[src/rtl/sd_spi_ctrl_if.sv]
// CPU-side register port of the SD card SPI master: write strobes in,
// received byte and status out.
interface sd_spi_ctrl_if;
  logic [7:0] cpu_din;
  logic       wr_data;
  logic       wr_ctrl;
  logic       wr_div;
  logic [7:0] rx_data;
  logic [7:0] status;
  logic       busy;

  modport master (
    output cpu_din, wr_data, wr_ctrl, wr_div,
    input  rx_data, status, busy
  );

  modport slave (
    input  cpu_din, wr_data, wr_ctrl, wr_div,
    output rx_data, status, busy
  );
endinterface

[src/rtl/sd_spi_ctrl.sv]
// Byte-wide SPI master (mode 0, MSB first) for the SD card slot, with a
// programmable half-period divider latched at the start of each transfer.
module sd_spi_ctrl #(
  parameter logic [7:0] DIV_RESET = 8'd11
) (
  input  logic         phi,
  input  logic         reset,
  sd_spi_ctrl_if.slave cpu,
  input  logic         sd_miso,
  output logic         sd_clk,
  output logic         sd_mosi,
  output logic         sd_ssel_n
);

  localparam logic [1:0] ST_IDLE = 2'd0;
  localparam logic [1:0] ST_LOW  = 2'd1;
  localparam logic [1:0] ST_HIGH = 2'd2;

  logic       miso_q_r;
  logic       ssel_r;
  logic       sd_ssel_n_r;
  logic       overrun_r;
  logic [7:0] div_r;
  logic [1:0] state_r;
  logic [2:0] bit_cnt_r;
  logic [7:0] hcnt_r;
  logic [7:0] hwork_r;
  logic [7:0] shreg_r;
  logic       rxbit_r;
  logic [7:0] rx_data_r;
  logic       busy_r;
  logic       sd_clk_r;
  logic       sd_mosi_r;
  logic [7:0] h_m1_s;

  // Half-period minus one; a divider of zero behaves like one.
  always_comb begin
    h_m1_s = 8'd0;
    if (div_r == 8'd0) begin
      h_m1_s = 8'd1;
    end else begin
      h_m1_s = div_r;
    end
  end

  // Single input flop on the asynchronous card data line.
  always_ff @(posedge phi) begin
    if (reset) begin
      miso_q_r <= 1'b1;
    end else begin
      miso_q_r <= sd_miso;
    end
  end

  // Control registers: select, divider, and the sticky overrun flag.
  always_ff @(posedge phi) begin
    if (reset) begin
      ssel_r      <= 1'b0;
      sd_ssel_n_r <= 1'b1;
      div_r       <= DIV_RESET;
      overrun_r   <= 1'b0;
    end else begin
      if (cpu.wr_div) begin
        div_r <= cpu.cpu_din;
      end
      if (cpu.wr_ctrl) begin
        ssel_r      <= cpu.cpu_din[0];
        sd_ssel_n_r <= ~cpu.cpu_din[0];
      end
      // A dropped byte must not be lost to a simultaneous clear.
      if (cpu.wr_data && busy_r) begin
        overrun_r <= 1'b1;
      end else if (cpu.wr_ctrl) begin
        overrun_r <= 1'b0;
      end
    end
  end

  // Shift engine: SCLK level sequencing, MOSI launch and MISO capture.
  always_ff @(posedge phi) begin
    if (reset) begin
      state_r   <= ST_IDLE;
      bit_cnt_r <= 3'd0;
      hcnt_r    <= 8'd0;
      hwork_r   <= 8'd1;
      shreg_r   <= 8'd0;
      rxbit_r   <= 1'b1;
      rx_data_r <= 8'hFF;
      busy_r    <= 1'b0;
      sd_clk_r  <= 1'b0;
      sd_mosi_r <= 1'b1;
    end else begin
      case (state_r)
        ST_IDLE: begin
          if (cpu.wr_data) begin
            shreg_r   <= cpu.cpu_din;
            sd_mosi_r <= cpu.cpu_din[7];
            bit_cnt_r <= 3'd7;
            hcnt_r    <= h_m1_s;
            hwork_r   <= h_m1_s;
            busy_r    <= 1'b1;
            state_r   <= ST_LOW;
          end
        end
        ST_LOW: begin
          if (hcnt_r == 8'd0) begin
            sd_clk_r <= 1'b1;
            rxbit_r  <= miso_q_r;
            hcnt_r   <= hwork_r;
            state_r  <= ST_HIGH;
          end else begin
            hcnt_r <= hcnt_r - 8'd1;
          end
        end
        ST_HIGH: begin
          if (hcnt_r == 8'd0) begin
            sd_clk_r <= 1'b0;
            if (bit_cnt_r == 3'd0) begin
              rx_data_r <= {shreg_r[6:0], rxbit_r};
              sd_mosi_r <= 1'b1;
              busy_r    <= 1'b0;
              state_r   <= ST_IDLE;
            end else begin
              shreg_r   <= {shreg_r[6:0], rxbit_r};
              sd_mosi_r <= shreg_r[6];
              bit_cnt_r <= bit_cnt_r - 3'd1;
              hcnt_r    <= hwork_r;
              state_r   <= ST_LOW;
            end
          end else begin
            hcnt_r <= hcnt_r - 8'd1;
          end
        end
        default: begin
          state_r   <= ST_IDLE;
          sd_clk_r  <= 1'b0;
          sd_mosi_r <= 1'b1;
          busy_r    <= 1'b0;
        end
      endcase
    end
  end

  assign sd_clk      = sd_clk_r;
  assign sd_mosi     = sd_mosi_r;
  assign sd_ssel_n   = sd_ssel_n_r;
  assign cpu.rx_data = rx_data_r;
  assign cpu.busy    = busy_r;
  assign cpu.status  = {busy_r, overrun_r, 5'b00000, ssel_r};

endmodule

[src/flat_wrapper.sv]
// flat-port wrapper written by rule: the top's interface ports become plain ports
module sd_spi_ctrl_flat 
#(
  parameter logic [7:0] DIV_RESET = 8'd11
)
  (phi, reset, sd_miso, sd_clk, sd_mosi, sd_ssel_n, cpu_cpu_din, cpu_wr_data, cpu_wr_ctrl, cpu_wr_div, cpu_rx_data, cpu_status, cpu_busy);
  sd_spi_ctrl_if cpu_i ();
  input  logic phi;
  input  logic reset;
  input  logic sd_miso;
  output logic sd_clk;
  output logic sd_mosi;
  output logic sd_ssel_n;
  input wire logic [$bits(cpu_i.cpu_din)-1:0] cpu_cpu_din;
  input wire logic [$bits(cpu_i.wr_data)-1:0] cpu_wr_data;
  input wire logic [$bits(cpu_i.wr_ctrl)-1:0] cpu_wr_ctrl;
  input wire logic [$bits(cpu_i.wr_div)-1:0] cpu_wr_div;
  output wire logic [$bits(cpu_i.rx_data)-1:0] cpu_rx_data;
  output wire logic [$bits(cpu_i.status)-1:0] cpu_status;
  output wire logic [$bits(cpu_i.busy)-1:0] cpu_busy;
  assign cpu_i.cpu_din = cpu_cpu_din;
  assign cpu_i.wr_data = cpu_wr_data;
  assign cpu_i.wr_ctrl = cpu_wr_ctrl;
  assign cpu_i.wr_div = cpu_wr_div;
  assign cpu_rx_data = cpu_i.rx_data;
  assign cpu_status = cpu_i.status;
  assign cpu_busy = cpu_i.busy;
  sd_spi_ctrl #(.DIV_RESET(DIV_RESET)) u_core (.phi(phi), .reset(reset), .cpu(cpu_i), .sd_miso(sd_miso), .sd_clk(sd_clk), .sd_mosi(sd_mosi), .sd_ssel_n(sd_ssel_n));
endmodule
[config.mk]
export PLATFORM = sky130hd
export DESIGN_NAME = sd_spi_ctrl_flat
export DESIGN_NICKNAME = d
export VERILOG_FILES = /design/src/rtl/sd_spi_ctrl_if.sv /design/src/rtl/sd_spi_ctrl.sv /design/src/flat_wrapper.sv
export SDC_FILE = /design/constraint.sdc
export NUM_CORES = 1
export LEC_CHECK = 0
export CORE_MARGIN = 2
export CORE_UTILIZATION = 45
export DETAILED_ROUTE_END_ITERATION = 8
export PLACE_DENSITY = 0.7
export REMOVE_ABC_BUFFERS = 1
export SETUP_SLACK_MARGIN = 0.5
export SLEW_MARGIN = 25
export SYNTH_ARGS = -nofsm -noshare
export SYNTH_HDL_FRONTEND = slang
export SYNTH_SLANG_ARGS = --single-unit
[constraint.sdc]
create_clock -name phi -period 2.1 [get_ports phi]
set_input_delay 0.63 -clock phi [delete_from_list [all_inputs] [get_ports phi]]
set_output_delay 0.63 -clock phi [all_outputs]
set_load 0.01 [all_outputs]
# Word level (Yosys, flattened, before mapping)
# Index checks and enable logic that the tools add are counted.
totals:
  elab_cells: 77
  register_bits: 52
  out_inout_bits: 20
op_classes:
  n_eq_ne: 8
  n_addsub: 2
  bitwise_logic: 3
  n_reduce_logical: 17
  muxes: 32
ops:
  columns: ["cell", "count"]
  rows:
  - ["two-way mux 8 bit", 5]
  - ["one-hot mux 8 bit (3 select lines)", 1]
  - ["two-way mux 7 bit", 3]
  - ["zero test 8 bit", 2]
  - ["AND reduction 3 bit", 5]
  - ["one-hot mux 7 bit (2 select lines)", 1]
  - ["two-way mux 1 bit", 11]
  - ["two-way mux 3 bit", 3]
  - ["one-hot mux 1 bit (3 select lines)", 3]
  - ["AND reduction 4 bit", 2]
  - ["subtractor 8 x 1 -> 8 bit (second input constant)", 1]
  - ["two-way mux 2 bit", 3]
  - ["inequality test 2 x 1 -> 1 bit (second input constant)", 3]
  - ["one-hot mux 2 bit (3 select lines)", 1]
  - ["one-hot mux 3 bit (2 select lines)", 1]
  - ["inequality test 2 bit (second input constant)", 2]
  - ["AND reduction 2 bit", 2]
  - ["nonzero test 2 bit", 2]
  - ["zero test 3 bit", 1]
  - ["inequality test 3 bit (second input constant)", 1]
  - ["inverter 1 bit", 3]
  - ["nonzero test 3 bit", 1]
  - ["subtractor 3 x 1 -> 3 bit (second input constant)", 1]
  - ["== test 2 x 1 -> 1 bit (second input constant)", 1]
  - ["other kinds (3)", 3]

# Logic depth before layout (Yosys ltp)
# Gate-level depths: netlist of run 1.
logic_depth:
  ltp_word: 4
  depth_mapped: 9
  ltp_nobuf: 7

# Worst setup path after synthesis of run 1
# No wires, ideal clock.
synth_path:
  path_kind: "flip-flop to flip-flop"
  start: "reg u_core.hcnt_r[0]"
  end: "reg u_core.hcnt_r[1]"
  t_arrival_ns: 1.955
  stages_incl_launch_ff: 8
  required_time_ns: 1.981
  synth_period_minus_slack_ns: 2.074
  setup_time_ns: 0.119
  n_path_buf: 1
  slack_ns: 0.026
  path_cell_list: "dfxtp_1 > inv_1 > ha_1 > or3b_1 > nor4b_4 > nor3_2 > buf_6 > o221a_2"
synth_via:
  elab_chain_len: 3
  word_cells_on_any_way: 7
synth_lines:
  columns: ["item", "line_no", "source"]
  rows:
  - ["from (decl)", "sd_spi_ctrl.sv:26", "logic [7:0] hcnt_r;"]
  - ["from (signal assigned)", "sd_spi_ctrl.sv:99", "hcnt_r <= h_m1_s;"]
  - ["from (signal assigned)", "sd_spi_ctrl.sv:109", "hcnt_r <= hwork_r;"]
  - ["from (signal assigned)", "sd_spi_ctrl.sv:112", "hcnt_r <= hcnt_r - 8'd1;"]
  - ["subtractor 8 x 1 -> 8 bit or zero test 8 bit (tied branches)", null, null]
  - ["two-way mux 8 bit, or another cell as far along", "sd_spi_ctrl.sv:116", "if (hcnt_r == 8'd0) begin"]
  - ["one-hot mux 8 bit (3 select lines) or AND reduction 3 bit (tied branches)", null, null]
# Several ways; a longest one is shown, not always the timed one.
# A chain may end at the register's enable or synchronous reset.

# Worst setup path after layout of run 1
layout_path:
  start: "reg u_core.hcnt_r[1]"
  end: "reg u_core.hcnt_r[4]"
# Same word-level chain as after synthesis.

==> summary.md, run 1 <==
| Metric | Value |
|---|---|
| Status | complete, no violations |
| Fraction of layout cells with a size suffix above 1 | 34.3% |
| Routed WL per cell | 16.3 µm |
| Vias in the first global route | 2248 |
| DRT antenna net count | 0 |
| Initial core utilization | 47.0% |
| Cell area after synthesis | 2600 µm² |
| Vias | 2323 |
| Layout area overhead | 35.2% |
| P_leak | 0.00139 µW |
| First-pass GRT wire length | 10500 µm |
| Port buffer count | 28 |
| TritonCTS sink count | 52 |
| Final setup margin | 0.0746 ns |
| Root buf cell | clkbuf_8 |
| Largest net degree at the start of global routing | 21 |
| Die Wd | 80.1 µm |
| Crit path buf inv count | 3 |
| Cell family with most CP delay | simple AND/OR/NAND/NOR gates |
| Seq/Total Area, Yosys | 40.0% |
| Nets | 368 |
| Residual DRC | 0 |
| CP required | 2.29 ns |
| # IOs | 34 |
| Class of the worst hold path | reg -> reg |
| Seq cells post-synth | 52 |
| Initial antenna violation count | 0 |
| Dpl ws | -0.0412 ns |
| CTS max path bufs | 2 |
| Crit path kind | reg -> reg |
| Row cnt | 27 |
| CORE AREA | 5540 µm² |
| Ant. Diodes | 0 |
| Min Tclk post-route | 2.03 ns |
| RSZ-0062 raised after global routing | true |
| Worst-path clk slew | 0.10 ns |
| Maximum capacitance violations | 0 |
| Crit. End Element | flop |
| Worst slew pin tran | 0.562 ns |
| Clk_lat worst skew | 0.31 ns |
| Initial DRC count | 182 |
| Vias per inst | 5.54 |
| Post-Route WL | 6850 µm |
| Die height | 80.1 µm |
| Mapped Cells | 285 |
| Arr. time, crit path | 2.21 ns |
| Number of distinct library cells after synthesis | 48 |
| Max Fclk | 494 MHz |
| Post-route clock period utilization | 96.4% |
| Top post-synthesis cells by area | dfxtp_1 (40%), mux2i_1 (7.3%), nor2_1 (4.5%) |
| Top-area cell type share of the netlist area | 40.0% |
| Worst Skew | 0.00639 ns |
| Critical Path Fanout Max | 5 |
| CTS Buf Count | 5 |
| Startpoint types | flop |
| DR pass1 iterations | 4 |
| Post-route design area | 3520 µm² |
| H-tree Lvls | 2 |
| DP HPWL | 4180 µm |
| Total track usage | 21.0% |
| Most used cell along the critical path | buf_4 |
| Final setup viols | 0 |
| Slowest cell on crit path | or3b_4 |
| Number of synthesis warnings | 0 |
| Global route overflow | 0 |
| Die ar. | 6410 µm² |
| Worst VDD drop | 0.000523 V |
| Normalized max-slew margin | 62.5% |
| Final Hold Vio Count | 0 |
| CTS tree | yes |
| Dominant cell type by area after synthesis | dfxtp_1 |
| Power Density | 1160 nW/µm² |
| Placed Area | 3030 µm² |
| Slew Limit Fails | 0 |
| Routability congestion estimate | 0.811 |
| Syn Area/Cell | 9.14 µm² |
| Worst stage delay on the critical path | 0.43 ns |
| Crit-path cells | inv_2 > ha_4 > or3b_4 > buf_4 > or2_4 > buf_4 > a31oi_1 > a311oi_2 |
-- cells in the final DEF (no fill, tap or decap), types with 4 or more instances in the layout --
cell and instances:
mux2i_1 18, clkdlybuf4s50_1 12, dfxtp_2 6, nor2_2 10
buf_6 10, ha_1 7, dlygate4sd2_1 9, nand3_1 10
a21oi_1 16, o21ai_0 4, conb_1 5, a211oi_2 9
nand2b_1 6, and2b_1 4, buf_4 31, nor2_1 18
inv_1 10, nor2b_1 7, dfxtp_1 46, nand2_1 17
a211o_1 9, clkbuf_8 5, o21ai_2 4
-- metrics by stage --
| stage | hold slack (ns) | std cells | total power (µW) | utilization [%] | TNS, ns |
|---|---|---|---|---|---|
| after global routing | 0.470 | 419 | 4310 | 63.6 | 0 |
| after CTS | 0.465 | 415 | 3780 | 60.8 | 0 |
| final | 0.455 | 419 | 4070 | 63.6 | 0 |
| after global placement | 0.444 | 394 | 2740 | 54.7 | 0 |
| after detailed placement | 0.450 | 394 | 2770 | 54.7 | -0.0529 |
| after floorplan | 0.427 | 265 | 2180 | - | -5.64 |
-- per-layer routing --
| layer | track usage, % | up-vias | wire (µm) |
|---|---|---|---|
| met5 | 0 | - | 0 |
| met4 | 8.47 | 0 | 110 |
| met3 | 2.92 | 14 | 322 |
| met2 | 34.8 | 72 | 3350 |
| met1 | 27.5 | 1117 | 3060 |
| li1 | - | 1120 | - |
-- cell families (layout without fill, tap and decap cells) --
kind of cell / after synthesis / in the layout / synth area share, %
xor+xnor: 3 / 3 / 1.01
flops: 52 / 52 / 40.0
buf+inv: 36 / 93 / 9.37
fa+ha+maj: 8 / 8 / 3.84
simple gates: 96 / 97 / 18.8
other cells: 1 / 5 / 0.144
mux: 19 / 19 / 7.30
compound gates: 70 / 70 / 19.5
-- flip-flops by register name, summed over array words and instances (netlist names) --
name                cells
u_core.bit_cnt_r        3
u_core.cpu.busy         1
u_core.cpu.rx_data      8
u_core.div_r            8
u_core.hcnt_r           8
u_core.hwork_r          8
u_core.miso_q_r         1
u_core.overrun_r        1
u_core.rxbit_r          1
u_core.sd_clk           1
u_core.sd_mosi          1
u_core.sd_ssel_n        1
u_core.shreg_r          7
u_core.ssel_r           1
u_core.state_r          2
-- worst reg2reg max path: cells and delay by family (launching register included) --
family	cells	cell delay (ns)
adders and majority gates	1	0.13
DFF	1	0.34
buffers and inverters	3	0.38
AOI/OAI and AO/OA	2	0.34
and+or+nand+nor	2	0.70
-- layout make-up --
cell class	instances	area, µm²
clock buffers	5	68.8
clock inverters	3	27.5
fillers	464	2020
inverters	12	45.0
multi-input cells	202	1560
flip-flops and latches	52	1050
well taps	72	90.1
repair buffers	73	682
-- final timing paths --
kind                                     from                          endpoint  slack (ns)  cells after the start
max             u_core.hcnt_r[1]$_SDFFE_PP0P_     u_core.hcnt_r[4]$_SDFFE_PP0P_        0.07                      8
min          u_core.bit_cnt_r[0]$_SDFFE_PP0P_  u_core.bit_cnt_r[0]$_SDFFE_PP0P_        0.46                      1
max reg2reg     u_core.hcnt_r[1]$_SDFFE_PP0P_     u_core.hcnt_r[4]$_SDFFE_PP0P_        0.07                      8
min reg2reg  u_core.bit_cnt_r[0]$_SDFFE_PP0P_  u_core.bit_cnt_r[0]$_SDFFE_PP0P_        0.46                      1
-- timing repair --
action / CTS / global route
setup buffers: 11 / 3
endpoints found under the setup margin: 47 / 44
gates resized for setup: 65 / 37
pin swaps: 20 / 12
gates cloned: 2 / 1
hold buffers: 0 / 0
-- report_power, final --
part / internal, µW / total, µW / switching [µW]
registers: 1170 / 1310 / 144
logic: 1060 / 2150 / 1090
clock network: 245 / 609 / 363
total: 2470 / 4070 / 1600
-- synthesized netlist by cell type, drive strengths merged --
master	number
a211o	9
mux2i	19
nor3	5
a211oi	12
a41o	1
o221a	3
o221ai	1
or4	2
o41ai	1
inv	12
nor2	31
a31oi	3
nand2	19
conb	1
o21ai	11
buf	17
a21oi	19
nor2b	9
a311o	1
or3b	1
or3	2
and2b	4
clkbuf	7
a311oi	3
a21boi	1
xor2	1
nor4	1
o211ai	2
xnor2	2
or2b	1
nand3	11
nor4b	1
a22oi	1
or2	3
o32a	1
ha	8
dfxtp	52
nand2b	6
o31ai	1
Power figures use the tool's default switching activity.
==> inputs of run 2 (changes only) <==
--- a/config.mk
+++ b/config.mk
@@ -6,9 +6,10 @@
 export NUM_CORES = 1
 export LEC_CHECK = 0
 export CORE_MARGIN = 2
-export CORE_UTILIZATION = 45
+export CORE_UTILIZATION = 49
+export CTS_CLUSTER_SIZE = 30
 export DETAILED_ROUTE_END_ITERATION = 8
-export PLACE_DENSITY = 0.7
+export PLACE_DENSITY = 0.83
 export REMOVE_ABC_BUFFERS = 1
 export SETUP_SLACK_MARGIN = 0.5
 export SLEW_MARGIN = 25
==> run 2 against run 1 <==
Non-clock buffer count is the same. Cell area fell by 0.50%. Worst hold slack better by 0.0017 ns. Critical path depth unchanged. Highest routed layer unchanged. First-iteration DRC count up 13%. Sequential power about the same. Largest cell class unchanged. Power fell by 2.1%. Die area shrank 7.8%. Register-to-register slack improved by 0.03 ns. Combinational power shrank 3%. Sequential cell count stayed put.
==> summary.md, run 2 (synthesized netlist as in run 1, its figures left out) <==
| Metric | Value |
|---|---|
| Status | complete, no violations |
| Routed WL per cell | 16.2 µm (-0.62%) |
| TritonCTS sink count | 52 (unchanged) |
| Final setup margin | 0.101 ns (+0.0261 ns) |
| Worst slew pin tran | 0.510 ns (-0.0525 ns) |
| Routability congestion estimate | 0.884 (+9.0%) |
| Crit path kind | reg -> reg |
| P_leak | 0.00138 µW (-0.44%) |
| Row cnt | 26 (-3.7%) |
| Most frequent cells in the layout | dfxtp_1 (45), buf_4 (29), mux2i_1 (19), nor2_1 (19), a21oi_1 (18) |
| Startpoint types | flop |
| RSZ-0062 raised after global routing | true |
| Vias | 2370 (+2.0%) |
| Root buf cell | clkbuf_8 |
| Dpl ws | 0.00143 ns (+0.0426 ns) |
| Worst-path clk slew | 0.09 ns (about the same) |
| # IOs | 34 (unchanged) |
| Fillers | 358 (-23%) |
| Class of the worst hold path | reg -> reg |
| Arr. time, crit path | 2.23 ns (+0.02 ns) |
| DP HPWL | 4200 µm (+0.37%) |
| Die height | 76.9 µm (-4.0%) |
| DR pass1 iterations | 5 (+1) |
| Register area | 1050 µm² (+0.12%) |
| CTS Buf Count | 5 (unchanged) |
| Cell Int Power | 2460 µW (-0.49%) |
| Global route overflow | 0 (unchanged) |
| Post-route clock period utilization | 95.2% (-1.2 points) |
| Min Tclk post-route | 2.00 ns (-0.0261 ns) |
| Crit. End Element | flop |
| Die ar. | 5910 µm² (-7.8%) |
| Port buffer count | 28 (unchanged) |
| CTS max path bufs | 2 (unchanged) |
| Part of the power in registers | 33.1% (+0.9 points) |
| Multi-input logic area | 1530 µm² (-1.8%) |
| Power Density | 1140 nW/µm² (-1.6%) |
| Maximum capacitance violations | 0 (unchanged) |
| Total track usage | 21.5% (+0.46 points) |
| Logic pwr share | 52.2% (-0.6 points) |
| Critical Path Fanout Max | 6 (+1) |
| Ant. Diodes | 0 (unchanged) |
| Die Wd | 76.9 µm (-4.0%) |
| CORE AREA | 5110 µm² (-7.8%) |
| Max Fclk | 500 MHz (+1.3%) |
| Worst VDD drop | 0.000645 V (+23%) |
| Final setup viols | 0 (unchanged) |
| Final Hold Vio Count | 0 (unchanged) |
| Clk network pwr share | 14.7% (-0.2 points) |
| Initial antenna violation count | 0 (unchanged) |
| Fraction of layout cells with a size suffix above 1 | 31.7% (-2.6 points) |
| Vias per inst | 5.68 (+2.5%) |
| Initial core utilization | 51.0% (+4.0 points) |
| Slew Limit Fails | 0 (unchanged) |
| Tot Pwr | 3990 µW (-2.1%) |
| H-tree Lvls | 2 (unchanged) |
| Sw Ratio | 38.3% (-1.0 points) |
| Residual DRC | 0 (unchanged) |
| Post-Route WL | 6770 µm (-1.1%) |
| Clk_lat worst skew | 0.31 ns (about the same) |
| Normalized max-slew margin | 66.0% (+3.5 points) |
| CTS tree | yes |
| First-pass GRT wire length | 10300 µm (-1.2%) |
| Net switching power | 1530 µW (-4.6%) |
| Most common cell after layout, fill and taps aside | dfxtp_1 |
| # hold bufs at CTS | 0 (unchanged) |
| Nets | 368 (unchanged) |
| Worst Skew | 0.00809 ns (+0.00171 ns) |
| Largest net degree at the start of global routing | 25 (+19%) |
| Vias in the first global route | 2206 (-1.9%) |
| DRT antenna net count | 0 (unchanged) |
| Layout area overhead | 34.6% |
| Initial DRC count | 205 (+13%) |
| CP required | 2.33 ns (+0.04 ns) |
==> run 2: cell type report <==
cell class / instances / share of cell area [%]
flip-flops and latches: 52 / 30.0
well taps: 70 / 2.50
inverters: 12 / 1.29
repair buffers: 73 / 20.0
multi-input cells: 202 / 43.7
clock buffers: 8 / 2.57
==> run 2: worst max-delay path, cell delays in order, from the launching register on <==
cell and delay [ns]:
dfxtp_2 0.33, inv_2 0.07, ha_4 0.13, or3b_4 0.42, buf_4 0.17, or2_4 0.28
a31oi_2 0.21, mux2i_1 0.10, a211oi_1 0.20
==> run 2: stage by stage <==
| step | util [%] | cell area (µm²) | instances | TNS [ns] | hold WS (ns) |
|---|---|---|---|---|---|
| floorplan | - | 2420 | 265 | -5.64 | 0.427 |
| global placement | 59.2 | 3020 | 390 | 0 | 0.443 |
| detailed placement | 59.2 | 3020 | 390 | 0 | 0.449 |
| CTS | 65.1 | 3320 | 414 | 0 | 0.444 |
| global route | 68.6 | 3500 | 417 | 0 | 0.472 |
| finish | 68.6 | 3500 | 417 | 0 | 0.457 |
==> run 2: final timing paths <==
path,slack (ns),end,startpoint,depth (start not counted)
setup / recovery,0.10,u_core.hcnt_r[5]$_SDFFE_PP0P_,u_core.hcnt_r[1]$_SDFFE_PP0P_,8
hold / removal,0.46,u_core.bit_cnt_r[0]$_SDFFE_PP0P_,u_core.bit_cnt_r[0]$_SDFFE_PP0P_,1
setup reg to reg,0.10,u_core.hcnt_r[5]$_SDFFE_PP0P_,u_core.hcnt_r[1]$_SDFFE_PP0P_,8
hold reg to reg,0.46,u_core.bit_cnt_r[0]$_SDFFE_PP0P_,u_core.bit_cnt_r[0]$_SDFFE_PP0P_,1
==> run 2: what timing repair did <==
item,in CTS,in global routing
resized for setup,54,40
buffers inserted,13,1
cloned,3,2
pin swaps,23,12
endpoints found under the setup margin,47,41
==> run 2: metal layers <==
layer,track usage [%],share of wire (%),vias to the layer above
met1,27.9,43,1137
met2,35.1,48,98
li1,-,-,1117
met3,4.94,6.5,18
met5,0,0,-
met4,7.09,2.5,0
==> run 2: power groups by stage <==
stage / logic [µW] / registers [µW] / clock network, µW
after floorplan: 866 / 1310 / 0
after global placement: 1390 / 1310 / 0
after detailed placement: 1440 / 1310 / 0
after CTS: 1760 / 1300 / 592
after global routing: 2230 / 1340 / 625
final: 2080 / 1320 / 587
